### src/rtl/oserdes_pkg.sv
// oserdes_tx shared types: FSM state, counter width helper and default idle word.
package oserdes_pkg;

  typedef enum logic {
    IDLE = 1'b0,
    RUN  = 1'b1
  } state_e;

  localparam int unsigned OSERDES_DEF_DW    = 4;
  localparam int unsigned OSERDES_DEF_CNT_W = $clog2(OSERDES_DEF_DW);
  localparam logic [7:0]  OSERDES_DEF_TRAIN = 8'h0A;

  function automatic int unsigned cnt_w(input int unsigned dw);
    return (dw < 2) ? 1 : $clog2(dw);
  endfunction

endpackage

### src/rtl/oserdes_tx_shifter.sv
// Frame shift register and bit counter; OQ is SR[0], FSTART marks bit 0.
module oserdes_tx_shifter
  import oserdes_pkg::*;
#(
  parameter int unsigned DW = 4,
  parameter int unsigned CW = 2
) (
  input  logic          CLK0,
  input  logic          RST_N,
  input  logic          load_i,
  input  logic [DW-1:0] load_word_i,
  input  logic          shift_i,
  input  logic          clear_i,
  input  logic          run_i,
  output logic          oq_o,
  output logic          last_o,
  output logic          fstart_o
);

  logic [DW-1:0] sr_q, sr_d;
  logic [CW-1:0] cnt_q, cnt_d;

  always_comb begin
    sr_d  = sr_q;
    cnt_d = cnt_q;
    if (load_i) begin
      sr_d  = load_word_i;
      cnt_d = '0;
    end else if (clear_i) begin
      sr_d  = '0;
      cnt_d = '0;
    end else if (shift_i) begin
      sr_d  = sr_q >> 1;
      cnt_d = cnt_q + CW'(1);
    end
  end

  always_ff @(posedge CLK0 or negedge RST_N) begin
    if (!RST_N) begin
      sr_q  <= '0;
      cnt_q <= '0;
    end else begin
      sr_q  <= sr_d;
      cnt_q <= cnt_d;
    end
  end

  assign oq_o     = sr_q[0];
  assign last_o   = (cnt_q == CW'(DW - 1));
  assign fstart_o = run_i && (cnt_q == '0);

endmodule

### src/rtl/oserdes_tx.sv
// Parallel-to-serial transmitter, LSB first, training fill when starved.
// Optional OSERDES_TX_STATS_EN adds a saturating UNDERFLOW counter.
module oserdes_tx
  import oserdes_pkg::*;
#(
  parameter int unsigned DATA_WIDTH    = OSERDES_DEF_DW,
  parameter logic [7:0]  TRAIN_PATTERN = OSERDES_DEF_TRAIN
) (
  input  logic                  CLK0,
  input  logic                  RST_N,
  input  logic                  EN,
  input  logic [DATA_WIDTH-1:0] D,
  input  logic                  DVALID,
  output logic                  DREADY,
  output logic                  OQ,
  output logic                  FSTART,
  output logic                  UNDERFLOW
`ifdef OSERDES_TX_STATS_EN
  ,
  input  logic                  STATS_CLR,
  output logic [15:0]           UNDERFLOW_CNT
`endif
);

  localparam int unsigned CW = cnt_w(DATA_WIDTH);

  state_e state_q, state_d;
  logic                  hv_q, hv_d;
  logic [DATA_WIDTH-1:0] hold_q, hold_d;
  logic                  uf_q, uf_d;

  logic                  load, shift, clear;
  logic                  accept, sh_last;
  logic [DATA_WIDTH-1:0] load_word;

  assign accept    = DVALID && !hv_q;
  assign load_word = hv_q ? hold_q : TRAIN_PATTERN[DATA_WIDTH-1:0];

  always_comb begin
    state_d = state_q;
    load    = 1'b0;
    shift   = 1'b0;
    clear   = 1'b0;
    uf_d    = 1'b0;
    unique case (state_q)
      IDLE: begin
        if (EN) begin
          load    = 1'b1;
          state_d = RUN;
        end
      end
      RUN: begin
        if (!sh_last) begin
          shift = 1'b1;
        end else if (EN) begin
          load = 1'b1;
          uf_d = !hv_q;
        end else begin
          clear   = 1'b1;
          state_d = IDLE;
        end
      end
    endcase
  end

  // A load only consumes HOLD when it is full, so it never races an accept.
  always_comb begin
    hv_d   = hv_q;
    hold_d = hold_q;
    if (load && hv_q) begin
      hv_d = 1'b0;
    end else if (accept) begin
      hv_d   = 1'b1;
      hold_d = D;
    end
  end

  always_ff @(posedge CLK0 or negedge RST_N) begin
    if (!RST_N) begin
      state_q <= IDLE;
      hv_q    <= 1'b0;
      hold_q  <= '0;
      uf_q    <= 1'b0;
    end else begin
      state_q <= state_d;
      hv_q    <= hv_d;
      hold_q  <= hold_d;
      uf_q    <= uf_d;
    end
  end

  oserdes_tx_shifter #(
    .DW (DATA_WIDTH),
    .CW (CW)
  ) u_shifter (
    .CLK0        (CLK0),
    .RST_N       (RST_N),
    .load_i      (load),
    .load_word_i (load_word),
    .shift_i     (shift),
    .clear_i     (clear),
    .run_i       (state_q == RUN),
    .oq_o        (OQ),
    .last_o      (sh_last),
    .fstart_o    (FSTART)
  );

  assign DREADY    = !hv_q;
  assign UNDERFLOW = uf_q;

`ifdef OSERDES_TX_STATS_EN
  logic [15:0] ucnt_q, ucnt_d;

  always_comb begin
    ucnt_d = ucnt_q;
    if (STATS_CLR) begin
      ucnt_d = '0;
    end else if (uf_q && (ucnt_q != 16'hFFFF)) begin
      ucnt_d = ucnt_q + 16'd1;
    end
  end

  always_ff @(posedge CLK0 or negedge RST_N) begin
    if (!RST_N) begin
      ucnt_q <= '0;
    end else begin
      ucnt_q <= ucnt_d;
    end
  end

  assign UNDERFLOW_CNT = ucnt_q;
`else
  // No statistics hardware in this build.
`endif

endmodule

### config.mk
export PLATFORM = sky130hd
export DESIGN_NAME = oserdes_tx
export DESIGN_NICKNAME = d
export VERILOG_FILES = /design/src/rtl/oserdes_pkg.sv /design/src/rtl/oserdes_tx_shifter.sv /design/src/rtl/oserdes_tx.sv
export SDC_FILE = /design/constraint.sdc
export NUM_CORES = 1
export LEC_CHECK = 0
export CAP_MARGIN = 20
export CORE_AREA = 2 2 39 41
export CTS_BUF_LIST = sky130_fd_sc_hd__clkbuf_8
export CTS_CLUSTER_DIAMETER = 100
export DETAILED_ROUTE_END_ITERATION = 12
export DIE_AREA = 0 0 41 43
export PLACE_DENSITY = 0.79
export SYNTH_ARGS = -nofsm -noshare
export SYNTH_HDL_FRONTEND = slang
export SYNTH_HIERARCHICAL = 1
export SYNTH_SLANG_ARGS = --single-unit
### constraint.sdc
create_clock -name CLK0 -period 2 [get_ports CLK0]
set_input_delay 0.2 -clock CLK0 [delete_from_list [all_inputs] [get_ports CLK0]]
set_output_delay 0.2 -clock CLK0 [all_outputs]
set_load 0.02 [all_outputs]
* Word-level counts from Yosys, hierarchy flattened
Index checks and enable logic that the tools add are counted.
Word-level totals: input bits 8, memory bits (read-only) 0, output and inout bits 4, memories kept 0, latch bits 0, logic and storage cells 40, RAM bits 0, bits in registers 13
Cells by class: divide/modulo/power cells 0, add/sub/neg operators 1, bitwise gates (word level) 2, eq/ne operators 1, multiply operators 0, order comparisons 0, reductions and logical operators 8, multiplexer cells 22, shift operators 0
Operator list (number):
- two-way mux 4 bit | 4
- two-way mux 1 bit | 13
- two-way mux 2 bit | 3
- one-hot mux 1 bit (2 select lines) | 2
- logical AND 1 bit | 3
- nonzero test 3 bit | 1
- adder 2 x 1 -> 2 bit (second input constant) | 1
- equality test 2 bit (second input constant) | 1
- zero test 2 bit | 1
- NOT 1 bit | 2
- AND reduction 2 bit | 1
- nonzero test 2 bit | 1
- zero test 1 bit | 1

* Logic depth before layout (Yosys ltp)
Gate-level depths: netlist of run 1.
depth in word-level cells 6, mapped depth 6, mapped depth without buffers 5

* By module
Netlist of run 1, hierarchy kept.
By module, submodules not included:
- oserdes_tx | cells an instance 26, sequential area each 175.2 um^2, times used 1, area an instance 330.3 um^2
- oserdes_tx_shifter | cells an instance 29, sequential area each 150.1 um^2, times used 1, area an instance 301.5 um^2

* Least setup slack after synthesis of run 1
No wires, ideal clock.
path type flip-flop to flip-flop, start register u_shifter.cnt_q[0], end register u_shifter.sr_q[1], period minus slack after synthesis 1.426 ns, arrival time 1.349 ns, buffers on the path 0, slack 0.574 ns, setup time 0.076 ns, required time 1.924 ns, stages on the path, launching flop included 6, path through dfrtp_1 ha_1 nand2b_1 and2_1 or2_4 o21ai_1
On the way: elaborated cells between the ends (all ways) 10, classes of those cells 1 x eq/ne; 8 x mux; 1 x reduce/logical
RTL lines:
- start: declaration | RTL line oserdes_tx_shifter.sv:21 | logic [CW-1:0] cnt_q, cnt_d;
- start signal: assignment | RTL line oserdes_tx_shifter.sv:44 | cnt_q <= cnt_d;
- equality test 2 bit * | RTL line oserdes_tx_shifter.sv:49 | assign last_o = (cnt_q == CW'(DW - 1));
- named net sh_last | RTL line oserdes_tx.sv:33 | logic accept, sh_last;
- two-way mux 1 bit * | RTL line oserdes_tx.sv:53 | if (!sh_last) begin
- one-hot mux 1 bit (2 select lines) * | RTL line oserdes_tx.sv:45 | unique case (state_q)
- named net load | RTL line oserdes_tx.sv:32 | logic load, shift, clear;
- nonzero test 3 bit (no line) or two-way mux 4 bit (tied branches)
- end signal: assignment | RTL line oserdes_tx_shifter.sv:43 | sr_q <= sr_d;
- end: declaration | RTL line oserdes_tx_shifter.sv:20 | logic [DW-1:0] sr_q, sr_d;
The timed path passes the listed nets; every way through them passes the cells marked *. A chain may end at the register's enable or synchronous reset.

* Final worst setup path of run 1
start register u_shifter.cnt_q[0], end output FSTART
On the way: cells in the longest elaborated chain, start to end 2
Ends and longest elaborated chain:
- zero test 2 bit | RTL line oserdes_tx_shifter.sv:50 | assign fstart_o = run_i && (cnt_q == '0);
- logical AND 1 bit | RTL line oserdes_tx_shifter.sv:50
- end: declaration | RTL line oserdes_tx.sv:16 | output logic FSTART,
Every way passes these cells.

==> results_dict.tcl, run 1 <==
set metrics [dict create \
    ys_ff_latch 13 \
    die_h_um 43 \
    htreeDepth 1 \
    antenna_cells 0 \
    drt_iter0_markers 11 \
    clk_latency_ns 0.24 \
    synth_cell_type_count 19 \
    yosys.area.top_type "dfrtp_1" \
    fin_crit_ns 1.74 \
    p_leak_nw 0.387 \
    placedCellCount 81 \
    reg2reg_slack_ns 0.48 \
    finalHoldViolations 0 \
    max-cap-violations 0 \
    cts_resized 0 \
    startpoint "u_shifter/cnt_q[0]" \
    ioPinCount 12 \
    startpoint_type "flip-flop" \
    synthCells 55 \
    critPathCaptureType "output pin" \
    grt_usage_pct 15.4 \
    synthArstFlopShare_pct 100 \
    start_util_pct 45.7 \
    status "completed" \
    synthTopCellsByArea "dfrtp_1 (51%), mux2_4 (9.5%), mux2i_1 (6.3%), ha_1 (4.0%), inv_1 (3.0%)" \
    die_w_um 41 \
    io_buffers 11 \
    power.density_nw_per_um2 1450 \
    dr.pass1.iters 4 \
    nets 80 \
    wl_per_cell_um 11.5 \
    crit_fanout 3 \
    rsz0062_at_grt "false" \
    ys.flop_type "dfrtp_1" \
    critPathKind "flip-flop to output pin" \
    post_cts_buffers 0 \
    cts_buffers 3 \
    final_cells 85 \
    core_um2 1380 \
    setup_violations 0 \
    gp_congestion 0.724 \
    clkTransAtPathRegs_ns 0.05 \
    fin_skew_ns 0.00288 \
    synth_seq_area_share_pct 51.5 \
    rows 14 \
    grt_max_degree 14 \
    place_hpwl_um 767 \
    syn_avg_cell_area_um2 11.5 \
    holdCritPathClass "input port to async pin" \
    relSlewSlack_pct 63.1 \
    nFillCells 125 \
    clockBufferDepth 2 \
    synth_most_common_cell "dfrtp_1" \
    vias_per_cell 4.81 \
    post-route-util_pct 58.0 \
    vias 409 \
    worst_ep_arrival_time_ns 1.54 \
    dieArea_um2 1760 \
    netlist_area_um2 632 \
    grt_overflow 0 \
    drive_gt1_share_pct 15.9 \
    grt_pass1_vias 432 \
    worst_pin_slew_ns 0.552 \
    grt_pass1_wl_um 1770 \
    yosys-top-cells-count "dfrtp_1 (13), inv_1 (5), nand2_1 (5)" \
    routed_wl_um 976 \
    syn-num-nets 65 \
    worst_r2r_endpoint "u_shifter/cnt_q[0]" \
    cts_tree "done" \
    synth_top_area_share_pct 51.5 \
    crit_required_ns 1.80 \
    cts.sinks 13 \
    regToRegStartpoint "u_shifter/cnt_q[0]" \
    cts-root-buf "clkbuf_8" \
    area_growth_pct 26.9 \
    ys_warn_count 6 \
    fin_crit_sh_pct 86.9 \
    synth_edf_count 0 \
    fin_setup_tns_ns 0 \
    cts_hold_buffers 0 \
    power.total_mw 1.16 \
    max_freq_ghz 0.575 \
    setup.worst_path.end "FSTART" \
    ant_nets 0 \
    route.detailed.drc 0 \
    maxSlewViolCount 0 \
    antenna_found_initial 0 \
    reg2reg_depth 5 \
    vdd_drop_max_mv 0.653 \
]
## worst max-delay path, cell delays in order, from the launching register on
cell and delay (ns):
dfrtp_1 0.40, inv_1 0.07, ha_1 0.13, and2_1 0.11, clkdlybuf4s50_1 0.59
## worst min-delay path by stage
stage | start | end | slack, ns | depth (start not counted)
finish | RST_N | u_shifter/sr_q[2] | 0.32 | 1
global route | RST_N | u_shifter/sr_q[1] | 0.38 | 1
detailed placement | hold_q[1] | hold_q[1] | 0.50 | 1
floorplan | RST_N | UNDERFLOW | -0.1 | 0
CTS | RST_N | u_shifter/sr_q[2] | 0.34 | 1
global placement | hold_q[2] | hold_q[2] | 0.49 | 1
## area by class of cell
class                   instances  area [um^2]  share of cell area, %
clock buffers                   3         41.3                   5.15
inverters                       5         18.8                   2.34
clock inverters                 1         3.75                  0.468
repair buffers                 11          110                   13.7
multi-input cells              36          283                   35.3
flip-flops and latches         13          325                   40.6
well taps                      16         20.0                   2.50
## cell usage in the layout, fill, tap and decap left out
cell type / n
o21ai_1: 3
and2_1: 2
mux2_4: 4
nand2b_1: 2
or2b_1: 2
clkdlybuf4s50_1: 11
ha_1: 2
nand2_1: 5
and2_2: 2
nor2b_4: 1
o41ai_1: 1
nor3b_1: 1
dfrtp_1: 13
nor2_1: 4
or2_4: 1
a31oi_1: 1
xnor2_1: 1
inv_1: 6
clkbuf_8: 3
mux2i_1: 4
## metal layers
layer / vias up / share of wire [%] / track usage (%)
met3: 2 / 4.6 / 4.71
met2: 14 / 47 / 20.6
met5: - / 0 / 0
met1: 185 / 46 / 20.7
met4: 0 / 2.0 / 10.0
li1: 208 / - / -
## registers in the layout (all words and copies together) (netlist names)
signal / flops
hold_q: 4
state_q: 1
UNDERFLOW: 1
u_shifter/sr_q: 4
u_shifter/cnt_q: 2
hv_q: 1
## logic make-up (layout without fill, tap and decap cells)
family,after synthesis,count (layout),synth area share (%)
AOI/OAI and AO/OA,5,5,4.75
xor gates and xnor gates,1,1,1.39
adders and majority gates,2,2,3.96
buffers and inverters,6,20,3.76
DFF,13,13,51.5
muxes,8,8,15.8
and+or+nand+nor,20,20,18.8
## where the power goes
part	internal [mW]	total (mW)	switching (mW)
clock	0.135	0.224	0.0889
sequential	0.369	0.446	0.0771
combinational	0.272	0.494	0.223
total	0.776	1.16	0.389
## through the flow
stage               setup WS, ns  hold slack [ns]  instance area, um^2
floorplan                  0.574          -0.0956                  632
global placement           0.520            0.493                  757
detailed placement         0.494            0.501                  757
CTS                        0.257            0.340                  802
global route               0.176            0.378                  802
finish                     0.262            0.318                  802
No activity file was read; power rests on OpenSTA's default activity.
==> inputs of run 2 (changes only) <==
--- a/config.mk
+++ b/config.mk
@@ -12,6 +12,7 @@
 export DETAILED_ROUTE_END_ITERATION = 12
 export DIE_AREA = 0 0 41 43
 export PLACE_DENSITY = 0.79
+export SKIP_LAST_GASP = 1
 export SYNTH_ARGS = -nofsm -noshare
 export SYNTH_HDL_FRONTEND = slang
 export SYNTH_HIERARCHICAL = 1
==> results of run 2 <==
No change in the layout: final DEF, timing and power equal those of run 1.
